## config.mk

```make
export PLATFORM = sky130hd
export DESIGN_NAME = spi_slave
export DESIGN_NICKNAME = d
export VERILOG_FILES = /design/src/rtl/spi_slave.sv
export SDC_FILE = /design/constraint.sdc
export NUM_CORES = 1
export LEC_CHECK = 0
export CORE_ASPECT_RATIO = 0.6
export CORE_MARGIN = 10
export CORE_UTILIZATION = 45
export DETAILED_ROUTE_END_ITERATION = 16
export PLACE_DENSITY_LB_ADDON = 0.3
export SYNTH_ARGS = -nofsm -noshare
export SYNTH_HDL_FRONTEND = slang
export SYNTH_SLANG_ARGS = --single-unit
```

## constraint.sdc

```tcl
create_clock -name clk -period 2.1 [get_ports clk]
set_input_delay 0.525 -clock clk [delete_from_list [all_inputs] [get_ports clk]]
set_output_delay 0.525 -clock clk [all_outputs]
set_load 0.005 [all_outputs]
```

## src/rtl/spi_slave.sv

```systemverilog
// -----------------------------------------------------------------------------
// spi_slave
//
// Byte-oriented SPI slave that oversamples the SPI pins in the local clk
// domain. It supports all four SPI modes (CPOL = MODE[1], CPHA = MODE[0]),
// delivers received frames through a valid/ack handshake and takes transmit
// frames through a one-deep buffered load handshake.
//
// Optional feature macro: SPI_SLAVE_OVERRUN_EN
//   defined   : `overrun` is a sticky flag. It sets on an RX overwrite or on
//               a TX transfer that finds the buffer empty, and clears on a
//               cycle with rx_ack=1 and no new error.
//   undefined : `overrun` is tied low and no logic is built for it.
//
// Parameters:
//   WIDTH        frame length in bits (bit counter is $clog2(WIDTH)+1 wide)
//   SYNC_STAGES  synchronizer depth on Sclk/SS/MOSI, minimum 2
//
// Ports:
//   clk       in   system clock, rising edge
//   rst       in   synchronous reset, active-low
//   MODE      in   SPI mode, latched when a frame starts
//   Sclk      in   SPI clock from the master (asynchronous)
//   SS        in   slave select, active-low (asynchronous)
//   MOSI      in   serial data in, MSB first
//   MISO      out  serial data out, MSB first, 0 while SS is high
//   TxData    in   next frame to transmit
//   tx_load   in   writes TxData into the TX buffer when tx_ready is high
//   tx_ready  out  TX buffer empty
//   RxData    out  last received frame, held until the next one completes
//   rx_valid  out  a received frame is pending until rx_ack
//   rx_ack    in   consumes the pending frame
//   busy      out  a frame is in progress
//   overrun   out  sticky error flag (see macro above)
// -----------------------------------------------------------------------------
module spi_slave #(
  parameter int WIDTH       = 8,
  parameter int SYNC_STAGES = 2
) (
  input  logic             clk,
  input  logic             rst,
  input  logic [1:0]       MODE,
  input  logic             Sclk,
  input  logic             SS,
  input  logic             MOSI,
  output logic             MISO,
  input  logic [WIDTH-1:0] TxData,
  input  logic             tx_load,
  output logic             tx_ready,
  output logic [WIDTH-1:0] RxData,
  output logic             rx_valid,
  input  logic             rx_ack,
  output logic             busy,
  output logic             overrun
);

  localparam int               CNT_W    = $clog2(WIDTH) + 1;
  localparam logic [CNT_W-1:0] CNT_LAST = CNT_W'(WIDTH - 1);
  localparam logic [CNT_W-1:0] CNT_ONE  = CNT_W'(1);

  typedef enum logic [1:0] {
    ST_IDLE  = 2'd0,
    ST_LOAD  = 2'd1,
    ST_SHIFT = 2'd2
  } state_t;

  // ---------------------------------------------------------------------------
  // Pin synchronizers and edge history
  // ---------------------------------------------------------------------------
  logic [SYNC_STAGES-1:0] sclk_sync_q, sclk_sync_d;
  logic [SYNC_STAGES-1:0] ss_sync_q,   ss_sync_d;
  logic [SYNC_STAGES-1:0] mosi_sync_q, mosi_sync_d;
  logic                   sclk_hist_q, sclk_hist_d;
  logic                   ss_hist_q,   ss_hist_d;
  // Marks when the history flop holds a real pin sample rather than a reset
  // value, so a reset taken while SS is low cannot fake an SS fall.
  logic [SYNC_STAGES:0]   fill_q,      fill_d;

  logic sclk_s, ss_s, mosi_s;
  logic sclk_rise, sclk_fall;
  logic lead_edge, trail_edge;
  logic sample_edge, shift_edge;
  logic ss_fall, ss_rise;

  assign sclk_s = sclk_sync_q[SYNC_STAGES-1];
  assign ss_s   = ss_sync_q[SYNC_STAGES-1];
  assign mosi_s = mosi_sync_q[SYNC_STAGES-1];

  // ---------------------------------------------------------------------------
  // Frame state
  // ---------------------------------------------------------------------------
  state_t           state_q,    state_d;
  logic [1:0]       mode_q,     mode_d;
  logic [CNT_W-1:0] bit_cnt_q,  bit_cnt_d;
  logic [WIDTH-2:0] rx_shift_q, rx_shift_d;
  logic [WIDTH-1:0] tx_shift_q, tx_shift_d;
  logic [WIDTH-1:0] tx_buf_q,   tx_buf_d;
  logic             tx_ready_q, tx_ready_d;
  logic [WIDTH-1:0] rx_data_q,  rx_data_d;
  logic             rx_valid_q, rx_valid_d;
  logic             miso_q,     miso_d;
  logic             busy_q,     busy_d;

  logic [WIDTH-1:0] rx_next;
  logic [WIDTH-1:0] tx_word;
  logic             tx_take;
  logic             rx_done;

  // An empty buffer transmits all zeros.
  assign tx_word = tx_ready_q ? {WIDTH{1'b0}} : tx_buf_q;

  // Next values of the synchronizer chains and history flops.
  always_comb begin
    sclk_sync_d = {sclk_sync_q[SYNC_STAGES-2:0], Sclk};
    ss_sync_d   = {ss_sync_q[SYNC_STAGES-2:0], SS};
    mosi_sync_d = {mosi_sync_q[SYNC_STAGES-2:0], MOSI};
    sclk_hist_d = sclk_s;
    ss_hist_d   = ss_s;
    fill_d      = {fill_q[SYNC_STAGES-1:0], 1'b1};
  end

  // Synchronizer registers; Sclk flops reset to the idle level of the mode.
  always_ff @(posedge clk) begin
    if (!rst) begin
      sclk_sync_q <= {SYNC_STAGES{MODE[1]}};
      ss_sync_q   <= {SYNC_STAGES{1'b1}};
      mosi_sync_q <= {SYNC_STAGES{1'b1}};
      sclk_hist_q <= MODE[1];
      ss_hist_q   <= 1'b1;
      fill_q      <= {(SYNC_STAGES + 1){1'b0}};
    end else begin
      sclk_sync_q <= sclk_sync_d;
      ss_sync_q   <= ss_sync_d;
      mosi_sync_q <= mosi_sync_d;
      sclk_hist_q <= sclk_hist_d;
      ss_hist_q   <= ss_hist_d;
      fill_q      <= fill_d;
    end
  end

  // Edge decode: leading/trailing follow CPOL, sample/shift follow CPHA.
  always_comb begin
    sclk_rise   = sclk_s & ~sclk_hist_q;
    sclk_fall   = ~sclk_s & sclk_hist_q;
    lead_edge   = mode_q[1] ? sclk_fall : sclk_rise;
    trail_edge  = mode_q[1] ? sclk_rise : sclk_fall;
    sample_edge = mode_q[0] ? trail_edge : lead_edge;
    shift_edge  = mode_q[0] ? lead_edge : trail_edge;
    ss_fall     = fill_q[SYNC_STAGES] & ss_hist_q & ~ss_s;
    ss_rise     = ss_s & ~ss_hist_q;
  end

  // FSM state register.
  always_ff @(posedge clk) begin
    if (!rst) begin
      state_q <= ST_IDLE;
    end else begin
      state_q <= state_d;
    end
  end

  // Next-state, shift datapath and handshake logic.
  always_comb begin
    state_d    = state_q;
    mode_d     = mode_q;
    bit_cnt_d  = bit_cnt_q;
    rx_shift_d = rx_shift_q;
    tx_shift_d = tx_shift_q;
    tx_buf_d   = tx_buf_q;
    tx_ready_d = tx_ready_q;
    rx_data_d  = rx_data_q;
    rx_valid_d = rx_valid_q;
    miso_d     = miso_q;
    tx_take    = 1'b0;
    rx_done    = 1'b0;
    rx_next    = {rx_shift_q, mosi_s};

    case (state_q)
      ST_IDLE: begin
        miso_d    = 1'b0;
        bit_cnt_d = {CNT_W{1'b0}};
        if (ss_fall) begin
          state_d = ST_LOAD;
          mode_d  = MODE;
        end else begin
          state_d = ST_IDLE;
        end
      end

      ST_LOAD: begin
        if (ss_rise) begin
          state_d = ST_IDLE;
          miso_d  = 1'b0;
        end else begin
          state_d = ST_SHIFT;
          tx_take = 1'b1;
          if (mode_q[0]) begin
            // CPHA=1: first bit goes out on the first leading edge.
            tx_shift_d = tx_word;
            miso_d     = 1'b0;
          end else begin
            // CPHA=0: first bit is presented right away, the rest follow.
            tx_shift_d = {tx_word[WIDTH-2:0], 1'b0};
            miso_d     = tx_word[WIDTH-1];
          end
        end
      end

      ST_SHIFT: begin
        if (ss_rise) begin
          // Early SS rise drops any partial frame.
          state_d    = ST_IDLE;
          bit_cnt_d  = {CNT_W{1'b0}};
          rx_shift_d = {(WIDTH - 1){1'b0}};
          miso_d     = 1'b0;
        end else if (sample_edge) begin
          rx_shift_d = rx_next[WIDTH-2:0];
          if (bit_cnt_q == CNT_LAST) begin
            // Frame complete: publish it and reload TX for a back-to-back frame.
            bit_cnt_d  = {CNT_W{1'b0}};
            rx_done    = 1'b1;
            rx_data_d  = rx_next;
            tx_shift_d = tx_word;
            tx_take    = 1'b1;
          end else begin
            bit_cnt_d = bit_cnt_q + CNT_ONE;
          end
        end else if (shift_edge) begin
          miso_d     = tx_shift_q[WIDTH-1];
          tx_shift_d = {tx_shift_q[WIDTH-2:0], 1'b0};
        end else begin
          state_d = ST_SHIFT;
        end
      end

      default: begin
        state_d = ST_IDLE;
        miso_d  = 1'b0;
      end
    endcase

    // A load in the same cycle as a transfer wins: the buffer stays full.
    if (tx_load && tx_ready_q) begin
      tx_buf_d   = TxData;
      tx_ready_d = 1'b0;
    end else if (tx_take) begin
      tx_ready_d = 1'b1;
    end else begin
      tx_ready_d = tx_ready_q;
    end

    // A completing frame beats a simultaneous ack.
    if (rx_done) begin
      rx_valid_d = 1'b1;
    end else if (rx_ack) begin
      rx_valid_d = 1'b0;
    end else begin
      rx_valid_d = rx_valid_q;
    end

    busy_d = (state_d != ST_IDLE);
  end

  // Datapath and output registers.
  always_ff @(posedge clk) begin
    if (!rst) begin
      mode_q     <= 2'b00;
      bit_cnt_q  <= {CNT_W{1'b0}};
      rx_shift_q <= {(WIDTH - 1){1'b0}};
      tx_shift_q <= {WIDTH{1'b0}};
      tx_buf_q   <= {WIDTH{1'b0}};
      tx_ready_q <= 1'b1;
      rx_data_q  <= {WIDTH{1'b0}};
      rx_valid_q <= 1'b0;
      miso_q     <= 1'b0;
      busy_q     <= 1'b0;
    end else begin
      mode_q     <= mode_d;
      bit_cnt_q  <= bit_cnt_d;
      rx_shift_q <= rx_shift_d;
      tx_shift_q <= tx_shift_d;
      tx_buf_q   <= tx_buf_d;
      tx_ready_q <= tx_ready_d;
      rx_data_q  <= rx_data_d;
      rx_valid_q <= rx_valid_d;
      miso_q     <= miso_d;
      busy_q     <= busy_d;
    end
  end

  assign MISO     = miso_q;
  assign tx_ready = tx_ready_q;
  assign RxData   = rx_data_q;
  assign rx_valid = rx_valid_q;
  assign busy     = busy_q;

`ifdef SPI_SLAVE_OVERRUN_EN
  logic overrun_q, overrun_d;
  logic ovr_err;

  // Sticky error: RX overwrite without ack, or TX transfer from an empty buffer.
  always_comb begin
    ovr_err = (rx_done & rx_valid_q & ~rx_ack) | (tx_take & tx_ready_q);
    if (ovr_err) begin
      overrun_d = 1'b1;
    end else if (rx_ack) begin
      overrun_d = 1'b0;
    end else begin
      overrun_d = overrun_q;
    end
  end

  // Overrun flag register.
  always_ff @(posedge clk) begin
    if (!rst) begin
      overrun_q <= 1'b0;
    end else begin
      overrun_q <= overrun_d;
    end
  end

  assign overrun = overrun_q;
`else
  assign overrun = 1'b0;
`endif

endmodule

```

==> out/results.ini, run 1 <==
[synth]
yosys_warnings=0
ys_types=46
avgSynthCellArea_um2=9.39
ys_ff_latch=54
yosysSeqAreaShare_pct=46.4
synth_top_area_cell=dfxtp_1
synth_area_um2=2330
synth.area.top_cells=dfxtp_1 46%, mux2i_1 4.7%, nor2_1 4.0%
synth_cells=248
syn_nets=270
synth_top_area_share_pct=46.4

[routing]
wirelength_um=5160
routed-via-count=1895
wl_per_cell_um=14.8
drt_pass1_iterations=4
drc=0
drtIter0Drc=158
final_antenna_net_count=0
via_per_inst=5.45

[place]
gp_congestion=0.842
io_buffers=28
dpl_cell_area_um2=2720
dpl_worst_slack_ps=105
place_hpwl_um=3890

[grt]
grt_pass1_vias=1714
gr-total-overflow=0
grt_first_pass_wirelength_um=8660
antenna_found_initial=0
grtUsageTotal_pct=12.2
grt_max_degree=23

[clock_tree]
cts_hold_buffers=0
cts-resized-gates=0
clk_latency_ps=300
clock_sinks=54
cts_root_buf=clkbuf_8
cts_tree=built
cts_buffers=5
clk_pin_slew_worst_paths_ps=90
post_cts_buffers=0
clock_path_buffers=2
htree_levels=2

[die]
core_area_um2=5030
initial_core_util_pct=46.3
ios=30
dieArea_um2=8550
die_x_um=113
rows=20
die_h_um=75.7

[layout]
num_antenna_cells=0
synthToLayoutAreaGrowth_pct=20.6
fillers=464
fin_area_um2=2810
nets=305
drive_gt1_share_pct=14.9
final_core_util_pct=55.8

[min_path]
min_path_type=flop to flop
hold_depth=1

[timing]
finalSetupViolCount=0
worst_slack_ps=118
clock-skew-final_ps=8.81
slew_violations=0
fin_crit_sh_pct=94.4
timing.fmax_ghz=0.505
timing_hold_violations_final=0
holdWs_ps=415
min_period_ps=1980

[critical_path]
critPathRequiredTime_ps=2330
crit_type=flop to flop
end_kind=flop
cp-start-kind=flop
arrival_ps=2210
worstPathMaxFanout=8
r2r_cells=7

[power_and_ir_drop]
powerDensity_nw_per_um2=634
vdd_drop_max_mv=0.307
leakagePower_nw=0.999
total_power_mw=1.78

[status]
status=finished clean

[flow_run]
maxCapViolCount=0

-- state kept, by name, summed over array words and instances, names as in the netlist, 3 cells and up --
name	cells
tx_shift_q	8
tx_buf_q	8
rx_shift_q	7
RxData	8
fill_q	3
bit_cnt_q	4
-- synthesized netlist by cell type, drive strengths merged --
| cell | n |
|---|---|
| a31oi | 7 |
| a21bo | 1 |
| nand4bb | 1 |
| a21oi | 18 |
| xor2 | 2 |
| nand3b | 3 |
| nor3b | 1 |
| mux2i | 12 |
| buf | 6 |
| nand2 | 20 |
| ha | 5 |
| nand2b | 11 |
| or2 | 1 |
| nor3 | 3 |
| nand4b | 1 |
| nor2 | 26 |
| o22ai | 2 |
| and3b | 1 |
| conb | 1 |
| o31a | 1 |
| inv | 7 |
| o21ai | 9 |
| o2111ai | 1 |
| o211ai | 1 |
| nand4 | 5 |
| o311ai | 1 |
| and2 | 2 |
| dfxtp | 54 |
| a32oi | 7 |
| a22oi | 9 |
| nor4b | 1 |
| or3b | 6 |
| a21o | 1 |
| clkbuf | 9 |
| mux2 | 1 |
| nand3 | 10 |
| or4 | 1 |
-- cell families (layout without fill, tap and decap cells) --
kind of cell | count (synthesis) | in the layout | synth area share (%)
multiplexers | 13 | 13 | 5.96
XOR/XNOR | 2 | 2 | 1.07
flip-flops | 54 | 54 | 46.4
other | 1 | 1 | 0.161
AND/OR/NAND/NOR | 93 | 93 | 21.1
AO/OA/AOI/OAI | 58 | 58 | 17.9
adder cells (fa/ha/maj) | 5 | 5 | 2.69
buffers and inverters | 22 | 56 | 4.67
-- cell usage in the layout (no fill, tap or decap), drive strengths merged, types with 3 or more instances in the layout --
master and instances:
a21oi 18, mux2i 12, nand4 5, nand2 20, or3b 6, a22oi 9
nand3b 3, clkbuf 6, nor2 26, a31oi 7, nor3 3, nand3 10
buf 15, ha 5, inv 7, clkdlybuf4s50 28, nand2b 11, o21ai 9
a32oi 7, dfxtp 54
-- cell type report --
type                       instances  area [um^2]  area share, %
clock buffer                       6         82.6           2.94
timing repair buffer              43          393           14.0
tap                               66         82.6           2.94
multi-input combinational        172         1140           40.7
sequential                        54         1080           38.5
inverter                           7         26.3          0.935
-- worst max-delay path, stage by stage, from the launching register on --
cell,delay [ps]
dfxtp_1,350
inv_1,100
ha_1,320
nor4b_1,280
nor3_1,90
buf_4,170
or3b_2,440
a31oi_1,180
-- power breakdown --
group,leakage (nW),switching [mW],internal [mW]
Clock,0.0431,0.310,0.255
Combinational,0.516,0.0779,0.0742
Sequential,0.440,0.0180,1.05
Total,0.999,0.406,1.38
-- final timing paths --
check | start | end | slack [ps]
max | state_q[0]$_SDFF_PN0_ | tx_shift_q[1]$_SDFFE_PN0P_ | 120
min | mosi_sync_q[0]$_SDFF_PN1_ | mosi_sync_q[1]$_SDFF_PN1_ | 410
max reg2reg | state_q[0]$_SDFF_PN0_ | tx_shift_q[1]$_SDFFE_PN0P_ | 120
min reg2reg | mosi_sync_q[0]$_SDFF_PN1_ | mosi_sync_q[1]$_SDFF_PN1_ | 410
-- metrics by stage --
| step | TNS, ps | instances |
|---|---|---|
| floorplan | 0 | 248 |
| global placement | 0 | 342 |
| detailed placement | 0 | 342 |
| CTS | 0 | 348 |
| global route | -8.42 | 348 |
| finish | 0 | 348 |
-- metal layers --
layer | wire length (um) | global-route usage, %
met5 | 0 | 0
met4 | 44 | 4.20
met3 | 307 | 3.46
met2 | 2150 | 17.0
met1 | 2660 | 17.3
(Power assumes the default switching activity.)
==> run 2, diff against run 1 <==
CAP_MARGIN = 20   (was default)
CORE_UTILIZATION = 39   (was 45)
==> out/results.ini, run 2 (synthesis gave the netlist of run 1 again) <==
[status]
status=finished clean  ; unchanged

[grt]
grt_first_pass_wirelength_um=8710  ; was 8660 um
grtUsageTotal_pct=10.9  ; was 12.2%
grt_pass1_vias=1730  ; was 1714
gr-total-overflow=0  ; unchanged
grt_max_degree=33  ; was 23
antenna_found_initial=0  ; unchanged

[critical_path]
worstPathMaxFanout=12  ; was 8
cp-start-kind=flop  ; unchanged
critPathRequiredTime_ps=2310  ; was 2330 ps
crit_type=flop to flop  ; unchanged
end_kind=flop  ; unchanged
arrival_ps=2150  ; was 2210 ps

[clock_tree]
cts_hold_buffers=0  ; unchanged
htree_levels=2  ; unchanged
clk_latency_ps=300  ; about the same
cts_root_buf=clkbuf_8  ; unchanged
cts_tree=built  ; unchanged
clock_sinks=54  ; unchanged
clk_pin_slew_worst_paths_ps=90  ; about the same
clock_path_buffers=2  ; unchanged
cts_buffers=5  ; unchanged

[place]
io_buffers=28  ; unchanged
gp_congestion=0.884  ; was 0.842
place_hpwl_um=3900  ; was 3890 um
placed_cells=354  ; was 342

[die]
rows=21  ; was 20
initial_core_util_pct=41.0  ; was 46.3%
dieArea_um2=9560  ; was 8550 um^2
ios=30  ; unchanged
core_area_um2=5680  ; was 5030 um^2
die_h_um=79.9  ; was 75.7 um
die_x_um=120  ; was 113 um

[timing]
relSlewSlack_pct=50.0
tightest_slew_ps=744
timing.fmax_ghz=0.514  ; was 0.505 GHz
holdWs_ps=413  ; was 415 ps
fin_crit_sh_pct=92.7  ; was 94.4%
rsz0062_at_grt=no
min_period_ps=1950  ; was 1980 ps
clock-skew-final_ps=4.98  ; was 8.81 ps
slew_violations=0  ; unchanged
finalSetupViolCount=0  ; unchanged
tns_ps=0  ; unchanged
timing_hold_violations_final=0  ; unchanged

[layout]
drive_gt1_share_pct=16.4  ; was 14.9%
stdcell_count=366  ; was 348
synthToLayoutAreaGrowth_pct=25.3  ; was 20.6%
fillers=562  ; was 464
final_common_cell=dfxtp_1  ; unchanged
nets=307  ; was 305
layout_common_cells=54 x dfxtp_1, 28 x clkdlybuf4s50_1, 25 x nor2_1  ; unchanged
num_antenna_cells=0  ; unchanged

[routing]
routed-via-count=1903  ; was 1895
drtIter0Drc=113  ; was 158
final_antenna_net_count=0  ; unchanged
via_per_inst=5.20  ; was 5.45
wirelength_um=5270  ; was 5160 um
drt_pass1_iterations=4  ; unchanged
wl_per_cell_um=14.4  ; was 14.8 um
drc=0  ; unchanged

[power_and_ir_drop]
powerDensity_nw_per_um2=705  ; was 634 nW/um^2
leakagePower_nw=1.04  ; was 0.999 nW
vdd_drop_max_mv=0.370  ; was 0.307 mV

[min_path]
min_path_type=flop to flop  ; unchanged

[flow_run]
maxCapViolCount=0  ; unchanged

==> run 2: timing repair <==
action                     CTS  global route
buffers inserted             0             4
gates resized for setup      0             2
setup endpoints to repair    0            13
==> run 2: cell type report <==
| class | instances | area (um^2) | share of cell area, % |
|---|---|---|---|
| Timing Repair Buffer | 45 | 420 | 14.4 |
| Inverter | 7 | 26.3 | 0.901 |
| Multi-Input combinational cell | 172 | 1150 | 39.3 |
| Clock buffer | 6 | 82.6 | 2.83 |
| Tap cell | 80 | 100 | 3.43 |
| Sequential cell | 54 | 1080 | 37.0 |
| Clock inverter | 2 | 60.1 | 2.06 |
==> run 2: where the power goes <==
part           total (mW)  switching, mW  internal [mW]
combinational       0.152         0.0784         0.0740
sequential           1.06         0.0170           1.05
clock               0.840          0.331          0.508
==> run 2: final timing paths <==
| kind | from | to | slack (ps) | cells after the start |
|---|---|---|---|---|
| setup / recovery | mode_q[1]$_SDFFE_PN0P_ | tx_shift_q[7]$_SDFFE_PN0P_ | 150 | 8 |
| hold reg to reg | mosi_sync_q[0]$_SDFF_PN1_ | mosi_sync_q[1]$_SDFF_PN1_ | 410 | 1 |
| hold / removal | mosi_sync_q[0]$_SDFF_PN1_ | mosi_sync_q[1]$_SDFF_PN1_ | 410 | 1 |
| setup reg to reg | mode_q[1]$_SDFFE_PN0P_ | tx_shift_q[7]$_SDFFE_PN0P_ | 150 | 8 |
==> run 2: per-layer routing <==
| layer | part of all wire, % | GRT usage, % | routed length [um] |
|---|---|---|---|
| met3 | 5.9 | 3.25 | 311 |
| met4 | 1.3 | 3.60 | 66 |
| met5 | 0 | 0 | 0 |
| met1 | 51 | 16.0 | 2670 |
| met2 | 42 | 14.3 | 2220 |
==> run 2: per-stage QoR <==
step / setup WS (ps) / power [mW] / instance area, um^2 / util (%)
4_1_cts: 149 / 2.07 / 2880 / 50.7
6_report: 153 / 2.06 / 2920 / 51.4
2_1_floorplan: 331 / 1.17 / 2330 / -
3_5_place_dp: 174 / 1.24 / 2740 / 48.2
3_3_place_gp: 245 / 1.24 / 2740 / 48.2
5_1_grt: 10.1 / 2.14 / 2920 / 51.4
==> run 2: worst max-delay path, stage by stage (launching register included) <==
cell and delay, ps:
dfxtp_1 520, xor2_2 210, buf_4 150, mux2i_2 280
buf_4 180, o211ai_4 140, buf_4 190, o21ai_1 140
a21oi_2 40
==> run 3, diff against run 2 <==
SETUP_SLACK_MARGIN = 0.5   (was default)
==> out/results.ini, run 3 (synthesis gave the netlist of run 1 again) <==
[place]
gp_congestion=0.822  ; was 0.884
place_hpwl_um=3800  ; was 3900 um
dpl_cell_area_um2=2740  ; about the same
io_buffers=28  ; unchanged

[die]
die_x_um=120  ; unchanged
rows=21  ; unchanged
dieArea_um2=9560  ; unchanged
initial_core_util_pct=41.0  ; unchanged
die_h_um=79.9  ; unchanged
ios=30  ; unchanged
core_area_um2=5680  ; unchanged

[power_and_ir_drop]
powerDensity_nw_per_um2=575  ; was 705 nW/um^2
p_sw_share_pct=25.0  ; was 20.8%
combPwrFrac_pct=10.5  ; was 7.4%
pwr-share-seq_pct=56.7  ; was 51.8%
cell_internal_pwr_mw=1.41  ; was 1.63 mW
clockPowerShare_pct=32.8  ; was 40.8%
vdd_drop_max_mv=0.368  ; was 0.370 mV
leakagePower_nw=1.22  ; was 1.04 nW
p_switching_uw=469  ; was 427 uW

[timing]
slew_violations=0  ; unchanged
finalSetupViolCount=0  ; unchanged
holdWs_ps=417  ; was 413 ps
rsz0062_at_grt=yes  ; was no
min_period_ps=1750  ; was 1950 ps
timing.fmax_ghz=0.573  ; was 0.514 GHz
fin_crit_sh_pct=83.1  ; was 92.7%
clock-skew-final_ps=4.96  ; was 4.98 ps
timing_hold_violations_final=0  ; unchanged
tns_ps=0  ; unchanged

[layout]
nets=326  ; was 307
num_antenna_cells=0  ; unchanged
fin_area_um2=3260  ; was 2920 um^2
layout_common_cells=45 x dfxtp_1, 27 x buf_4, 25 x nor2_1  ; was 54 x dfxtp_1, 28 x clkdlybuf4s50_1, 25 x nor2_1
drive_gt1_share_pct=31.1  ; was 16.4%
final_common_cell=dfxtp_1  ; unchanged
synthToLayoutAreaGrowth_pct=40.0  ; was 25.3%

[critical_path]
critPathRequiredTime_ps=2340  ; was 2310 ps
end_kind=flop  ; unchanged
cp-start-kind=flop  ; unchanged
crit_type=flop to flop  ; unchanged
reg2reg_slack_ps=350  ; was 150 ps
arrival_ps=1990  ; was 2150 ps
worstPathMaxFanout=2  ; was 12

[clock_tree]
cts_tree=built  ; unchanged
cts_buffers=5  ; unchanged
cts_hold_buffers=0  ; unchanged
clk_latency_ps=310  ; was 300 ps
cts_root_buf=clkbuf_8  ; unchanged
clock_sinks=54  ; unchanged
clock_path_buffers=2  ; unchanged
clk_pin_slew_worst_paths_ps=100  ; was 90 ps
htree_levels=2  ; unchanged

[flow_run]
maxCapViolCount=0  ; unchanged

[grt]
grt_max_degree=24  ; was 33
antenna_found_initial=0  ; unchanged
gr-total-overflow=0  ; unchanged
grt_pass1_vias=1861  ; was 1730
grtUsageTotal_pct=12.1  ; was 10.9%
grt_first_pass_wirelength_um=9490  ; was 8710 um

[routing]
routed-via-count=2039  ; was 1903
drt_pass1_iterations=5  ; was 4
wl_per_cell_um=16.2  ; was 14.4 um
drtIter0Drc=177  ; was 113
drc=0  ; unchanged
final_antenna_net_count=0  ; unchanged
via_per_inst=5.30  ; was 5.20
wirelength_um=6240  ; was 5270 um

[status]
status=finished clean  ; unchanged

[min_path]
min_path_type=flop to flop  ; unchanged

run 3: cell count changes in the layout (fill, tap and decap cells not counted), moves of 3 or more:
cell	change
nand2b_1	-3
or3b_4	+3
a22oi_1	-4
buf_4	+11
clkdlybuf4s50_1	-12
a22oi_2	+4
buf_6	+5
dlygate4sd2_1	+12
or3b_2	-3
o21ai_0	-4
dfxtp_4	+3
dfxtp_1	-9
dfxtp_2	+6
run 3: critical path, cell delays in order, from the launching register on:
cell and delay (ps):
dfxtp_4 370, xor2_4 210, buf_12 130, mux2i_4 230, nand4_1 150, or4_1 440
a31oi_1 140
run 3: final cells by class:
cell class / instances / area (um^2)
Tap cell: 80 / 100
Multi-Input combinational cell: 173 / 1350
Clock buffer: 6 / 82.6
Inverter: 7 / 26.3
Sequential cell: 54 / 1100
Clock inverter: 2 / 12.5
Timing Repair Buffer: 63 / 589
Fill cell: 487 / 2410
run 3: layer usage:
layer	vias to the layer above	part of all wire [%]	track usage, %
li1	993	-	-
met1	978	48	17.2
met2	63	44	16.4
met3	5	7.3	4.17
met4	0	0.82	4.08
met5	-	0	0
run 3: stage by stage:
| step | util (%) | std cells | setup slack [ps] | power (mW) |
|---|---|---|---|---|
| 6_report | 57.5 | 385 | 354 | 1.87 |
| 5_1_grt | 57.5 | 385 | 271 | 1.95 |
| 4_1_cts | 53.9 | 375 | 379 | 1.85 |
| 3_5_place_dp | 48.3 | 352 | 200 | 1.24 |
| 3_3_place_gp | 48.3 | 352 | 248 | 1.24 |
| 2_1_floorplan | - | 248 | 392 | 1.17 |
run 3: worst paths after layout:
path / from / endpoint / cells after the start
min reg2reg: mosi_sync_q[0]$_SDFF_PN1_ / mosi_sync_q[1]$_SDFF_PN1_ / 1
max reg2reg: mode_q[0]$_SDFFE_PN0P_ / bit_cnt_q[3]$_SDFFE_PN0P_ / 6
min: mosi_sync_q[0]$_SDFF_PN1_ / mosi_sync_q[1]$_SDFF_PN1_ / 1
max: mode_q[0]$_SDFFE_PN0P_ / bit_cnt_q[3]$_SDFFE_PN0P_ / 6
run 3: what timing repair did:
| item | 4_1_cts | 5_1_grt |
|---|---|---|
| setup buffers | 14 | 8 |
| gates cloned | 1 | 2 |
| gates resized for setup | 38 | 29 |
| setup endpoints to repair | 42 | 30 |
| pin swaps | 5 | 17 |
run 3: power groups by stage:
stage / Sequential [mW] / Combinational (mW) / Clock [mW]
after floorplan: 1.08 / 0.0889 / 0
after global placement: 1.09 / 0.153 / 0
after detailed placement: 1.09 / 0.154 / 0
after CTS: 1.06 / 0.169 / 0.623
after global routing: 1.07 / 0.212 / 0.666
final: 1.06 / 0.197 / 0.615
==> patch 1 (settings of run 2) <==
Change the parameter `WIDTH` from 8 to 4.
--- a/src/rtl/spi_slave.sv
+++ b/src/rtl/spi_slave.sv
@@ -34,7 +34,7 @@
 //   overrun   out  sticky error flag (see macro above)
 // -----------------------------------------------------------------------------
 module spi_slave #(
-  parameter int WIDTH       = 8,
+  parameter int WIDTH       = 4,
   parameter int SYNC_STAGES = 2
 ) (
   input  logic             clk,
Ports: changed (resized RxData and TxData); port bits go from 30 to 22. The function was not compared with the original's and may differ.
==> patch 1 against run 2 <==
  * Power decreased by 29%
  * Sequential power decreased by 30%
  * Highest routed layer unchanged
  * Die area decreased by 20%
  * Final area decreased by 26%
  * First-iteration DRC count decreased by 1.8%
  * Synthesized area decreased by 25%
  * Setup slack improved by 0.054 ns
  * Wire length decreased by 25%
  * Worst hold slack got worse by 0.0025 ns
  * Clock power decreased by 27%
  * Sequential share of layout area decreased by 2.9 points
  * Critical endpoint is now tx_shift_q[3]
  * Sequential cell count decreased by 17
==> patch 1: results (changes against run 2) <==
| Metric | Value |
|---|---|
| Status | finished, final reports clean |
| Post-Synth XOR/XNOR Area | 1.43% (+0.36 points) |
| Worst Setup EP | tx_shift_q[3] |
| Post-DP Area | 0.00205 mm^2 (-25%) |
| DR WL met3 | 309 um (-0.64%) |
| Top delay family on crit path | compound AO/OA/AOI/OAI gates |
| Synth area leaders | dfxtp_1 (42%), mux2i_1 (5.7%), nand2_1 (5.4%) |
| Dpl hpwl | 2990 um (-23%) |
| Internal power | 1.13 mW (-30%) |
| Fin worst setup slack | 0.207 ns (+0.0540 ns) |
| Crit. Startpoint | state_q[0] |
| Reg2Reg Depth | 6 (-2) |
| Worst Clk Skew | 0.0116 ns (+0.00661 ns) |
| Maximum vdd drop | 0.302 mV (-19%) |
| Share of layout cells above drive strength 1 | 11.9% (-4.6 points) |
| Final net count | 236 (-23%) |
| GR Util met3 | 4.29% (+1.0 points) |
| Register area share after synthesis | 42.4% (-4.1 points) |
| # placed instances | 271 (-23%) |
| Violation count after the first detailed-routing iteration | 111 (-1.8%) |
| Hold EP | ss_sync_q[1] |
| Post-Synthesis Net Count | 209 (-23%) |
| Worst path arrival time | 2.07 ns (-0.08 ns) |
| Syn Area/Cell | 9.15 um^2 (-2.5%) |
| Place WS | 0.239 ns (+0.0659 ns) |
| Synth Area in Compound Gates | 18.5% (+0.57 points) |
| GR Util met2 | 14.5% (+0.22 points) |
| Vias in the first global route | 1426 (-18%) |
| GR Util met1 | 15.0% (-1.1 points) |
| Met2 WL | 1530 um (-31%) |
| GP Congestion | 0.817 (-7.6%) |
==> patch 1: changes by cell type in the layout (fill, tap and decap cells not counted), sizes merged, moves of 7 or more <==
cell,change
dfxtp,-17
a22oi,-9
a21oi,-8
o21ai,-8
clkdlybuf4s50,-8
nor2,-21
a32oi,-7
buf,-7
==> patch 1: final cells by class <==
cell class	instances	area, um^2	area share, %
Clock inverter	2	38.8	1.79
Tap cell	60	75.1	3.47
Multi-Input combinational cell	137	937	43.3
Inverter	7	26.3	1.21
Sequential cell	37	741	34.2
Timing Repair Buffer	30	275	12.7
Clock buffer	6	72.6	3.35
==> patch 1: power by group through the flow <==
stage          clock network, mW  registers [mW]  logic [mW]
2_1_floorplan                  0           0.743      0.0746
3_3_place_gp                   0           0.753       0.117
3_5_place_dp                   0           0.754       0.117
4_1_cts                    0.630           0.737       0.117
5_1_grt                    0.662           0.740       0.131
6_report                   0.613           0.737       0.117
==> patch 2 (settings of run 2) <==
Made on the original files. Add an input register stage for `MODE`, cleared by the reset; this delays it by one clock. The other inputs are not delayed to match.
--- a/src/rtl/spi_slave.sv
+++ b/src/rtl/spi_slave.sv
@@ -64,6 +64,16 @@
     ST_SHIFT = 2'd2
   } state_t;
 
+  logic [1:0] MODE_q;
+
+  always_ff @(posedge clk) begin
+    if (!rst) begin
+      MODE_q <= '0;
+    end else begin
+      MODE_q <= MODE;
+    end
+  end
+
   // ---------------------------------------------------------------------------
   // Pin synchronizers and edge history
   // ---------------------------------------------------------------------------
@@ -122,10 +132,10 @@
   // Synchronizer registers; Sclk flops reset to the idle level of the mode.
   always_ff @(posedge clk) begin
     if (!rst) begin
-      sclk_sync_q <= {SYNC_STAGES{MODE[1]}};
+      sclk_sync_q <= {SYNC_STAGES{MODE_q[1]}};
       ss_sync_q   <= {SYNC_STAGES{1'b1}};
       mosi_sync_q <= {SYNC_STAGES{1'b1}};
-      sclk_hist_q <= MODE[1];
+      sclk_hist_q <= MODE_q[1];
       ss_hist_q   <= 1'b1;
       fill_q      <= {(SYNC_STAGES + 1){1'b0}};
     end else begin
@@ -181,7 +191,7 @@
         bit_cnt_d = {CNT_W{1'b0}};
         if (ss_fall) begin
           state_d = ST_LOAD;
-          mode_d  = MODE;
+          mode_d  = MODE_q;
         end else begin
           state_d = ST_IDLE;
         end
Check against the original RTL: not equivalent (Yosys sat finds a counterexample within 10 cycles, from zero or initial values and one cycle with rst low).
==> patch 2 against run 2 <==
  * Setup slack better by 0.0093 ns
  * Critical path type unchanged
  * Final area is 1.4% lower
  * First-iteration DRC count is 9.7% higher
  * Wire length is 0.89% higher
  * Power is 10% lower
  * Synthesized area is 1.2% higher
  * Clock skew is 0.0024 ns higher
  * Sequential cell count is 2 higher
==> patch 2: results (changes against run 2) <==
| Metric | Value |
|---|---|
| Wire per inst | 14.4 um (-0.20%) |
| Dpl hpwl | 3900 um (about the same) |
| Share of layout cells above drive strength 1 | 11.7% (-4.7 points) |
| Cell variety after synth | 42 (-8.7%) |
| Maximum vdd drop | 0.423 mV (+14%) |
| Place WS | 0.137 ns (-0.0369 ns) |
| Slowest cell on the critical path | or3b_2 |
| Post-Synthesis Net Count | 277 (+2.6%) |
| Status | finished, final reports clean |
| Synth area leaders | dfxtp_1 (48%), mux2i_1 (5.1%), a21oi_1 (3.6%) |
| GR Util met1 | 15.3% (-0.77 points) |
| Violation count after the first detailed-routing iteration | 124 (+9.7%) |
| Worst stage delay on the critical path | 0.43 ns (-0.09 ns) |
| Leakage | 1.02 nW (-1.9%) |
| Final net count | 311 (+1.3%) |
| First-pass GRT wire length | 8980 um (+3.0%) |
| Synth top cells by count | dfxtp_1 (56), nand2_1 (22), nor2_1 (22) |
| Maximum fanout along the worst path | 8 (-4) |
| Global Route Usage Sum | 11.3% (+0.43 points) |
| Max transition margin | 61.3% (+11 points) |
| Register area share after synthesis | 47.6% (+1.2 points) |
| Vias in the first global route | 1845 (+6.6%) |
| Worst path arrival time | 2.17 ns (+0.02 ns) |
| GP Congestion | 0.850 (-3.9%) |
| GR Util met3 | 3.77% (+0.52 points) |
| Top delay family on crit path | simple AND/OR/NAND/NOR gates |
| Worst Clk Skew | 0.00739 ns (+0.00240 ns) |
| Hold WS | 0.421 ns (+0.00826 ns) |
| Largest net degree at the start of global routing | 23 (-30%) |
| Endpoint of the worst register-to-register path | tx_shift_q[5] |
patch 2: changes by cell type after synthesis, sizes merged, moves of 2 or more:
cell | before | now
and2 | 2 | 6
nand3 | 10 | 13
nor2 | 26 | 23
nor2b | 0 | 3
a22oi | 9 | 7
a31oi | 7 | 9
dfxtp | 54 | 56
nand2 | 20 | 22
nand4 | 5 | 3
patch 2: timing repair:
item	4_1_cts	5_1_grt
hold buffers	0	0
setup endpoints to repair	0	5
resized for setup	0	2
setup buffers	0	0
patch 2: stage by stage:
| step | area, um^2 | cells |
|---|---|---|
| after floorplan | 2360 | 255 |
| after global placement | 2780 | 362 |
| after detailed placement | 2780 | 362 |
| after CTS | 2870 | 370 |
| after global routing | 2880 | 370 |
| final | 2880 | 370 |
patch 2: worst register-to-register path, cell delays in order (launching register included):
cell and delay, ns:
dfxtp_1 0.36, inv_1 0.10, ha_2 0.26, nor4b_1 0.27, nor3_1 0.09, buf_4 0.17, or3b_2 0.44, a31oi_1 0.19
patch 2: cells by family after synthesis:
family / after synthesis / share of synthesized area [%]
AO/OA/AOI/OAI: 57 / 15.9
XOR/XNOR: 2 / 1.06
adder cells (fa/ha/maj): 5 / 2.66
buffers and inverters: 21 / 4.30
flip-flops: 56 / 47.6
multiplexers: 13 / 5.68
other: 1 / 0.159
AND/OR/NAND/NOR: 100 / 22.6
patch 2: final cells by class:
type	count	area, um^2
inverters	6	22.5
repair buffers	42	398
clock inverters	3	22.5
clock buffers	5	68.8
multi-input cells	178	1140
flip-flops and latches	56	1120
well taps	80	100
fillers	550	2820
patch 2: worst max-delay path by stage:
stage	end	slack, ns	cells after the start
3_3_place_gp	tx_shift_q[2]	0.23	7
4_1_cts	tx_shift_q[6]	0.11	6
3_5_place_dp	tx_shift_q[6]	0.14	6
6_report	tx_shift_q[5]	0.16	7
5_1_grt	tx_shift_q[6]	0.02	6
2_1_floorplan	RxData[7]	0.29	7
patch 2: layer usage:
| layer | wire (um) | share of wire [%] |
|---|---|---|
| met4 | 47 | 0.88 |
| met3 | 370 | 7.0 |
| met2 | 2140 | 40 |
| met1 | 2760 | 52 |
| met5 | 0 | 0 |
patch 2: report_power, final:
part | switching, mW | leakage, nW | internal, mW
registers | 0.0168 | 0.456 | 1.09
clock network | 0.357 | 0.0485 | 0.240
logic | 0.0789 | 0.517 | 0.0717
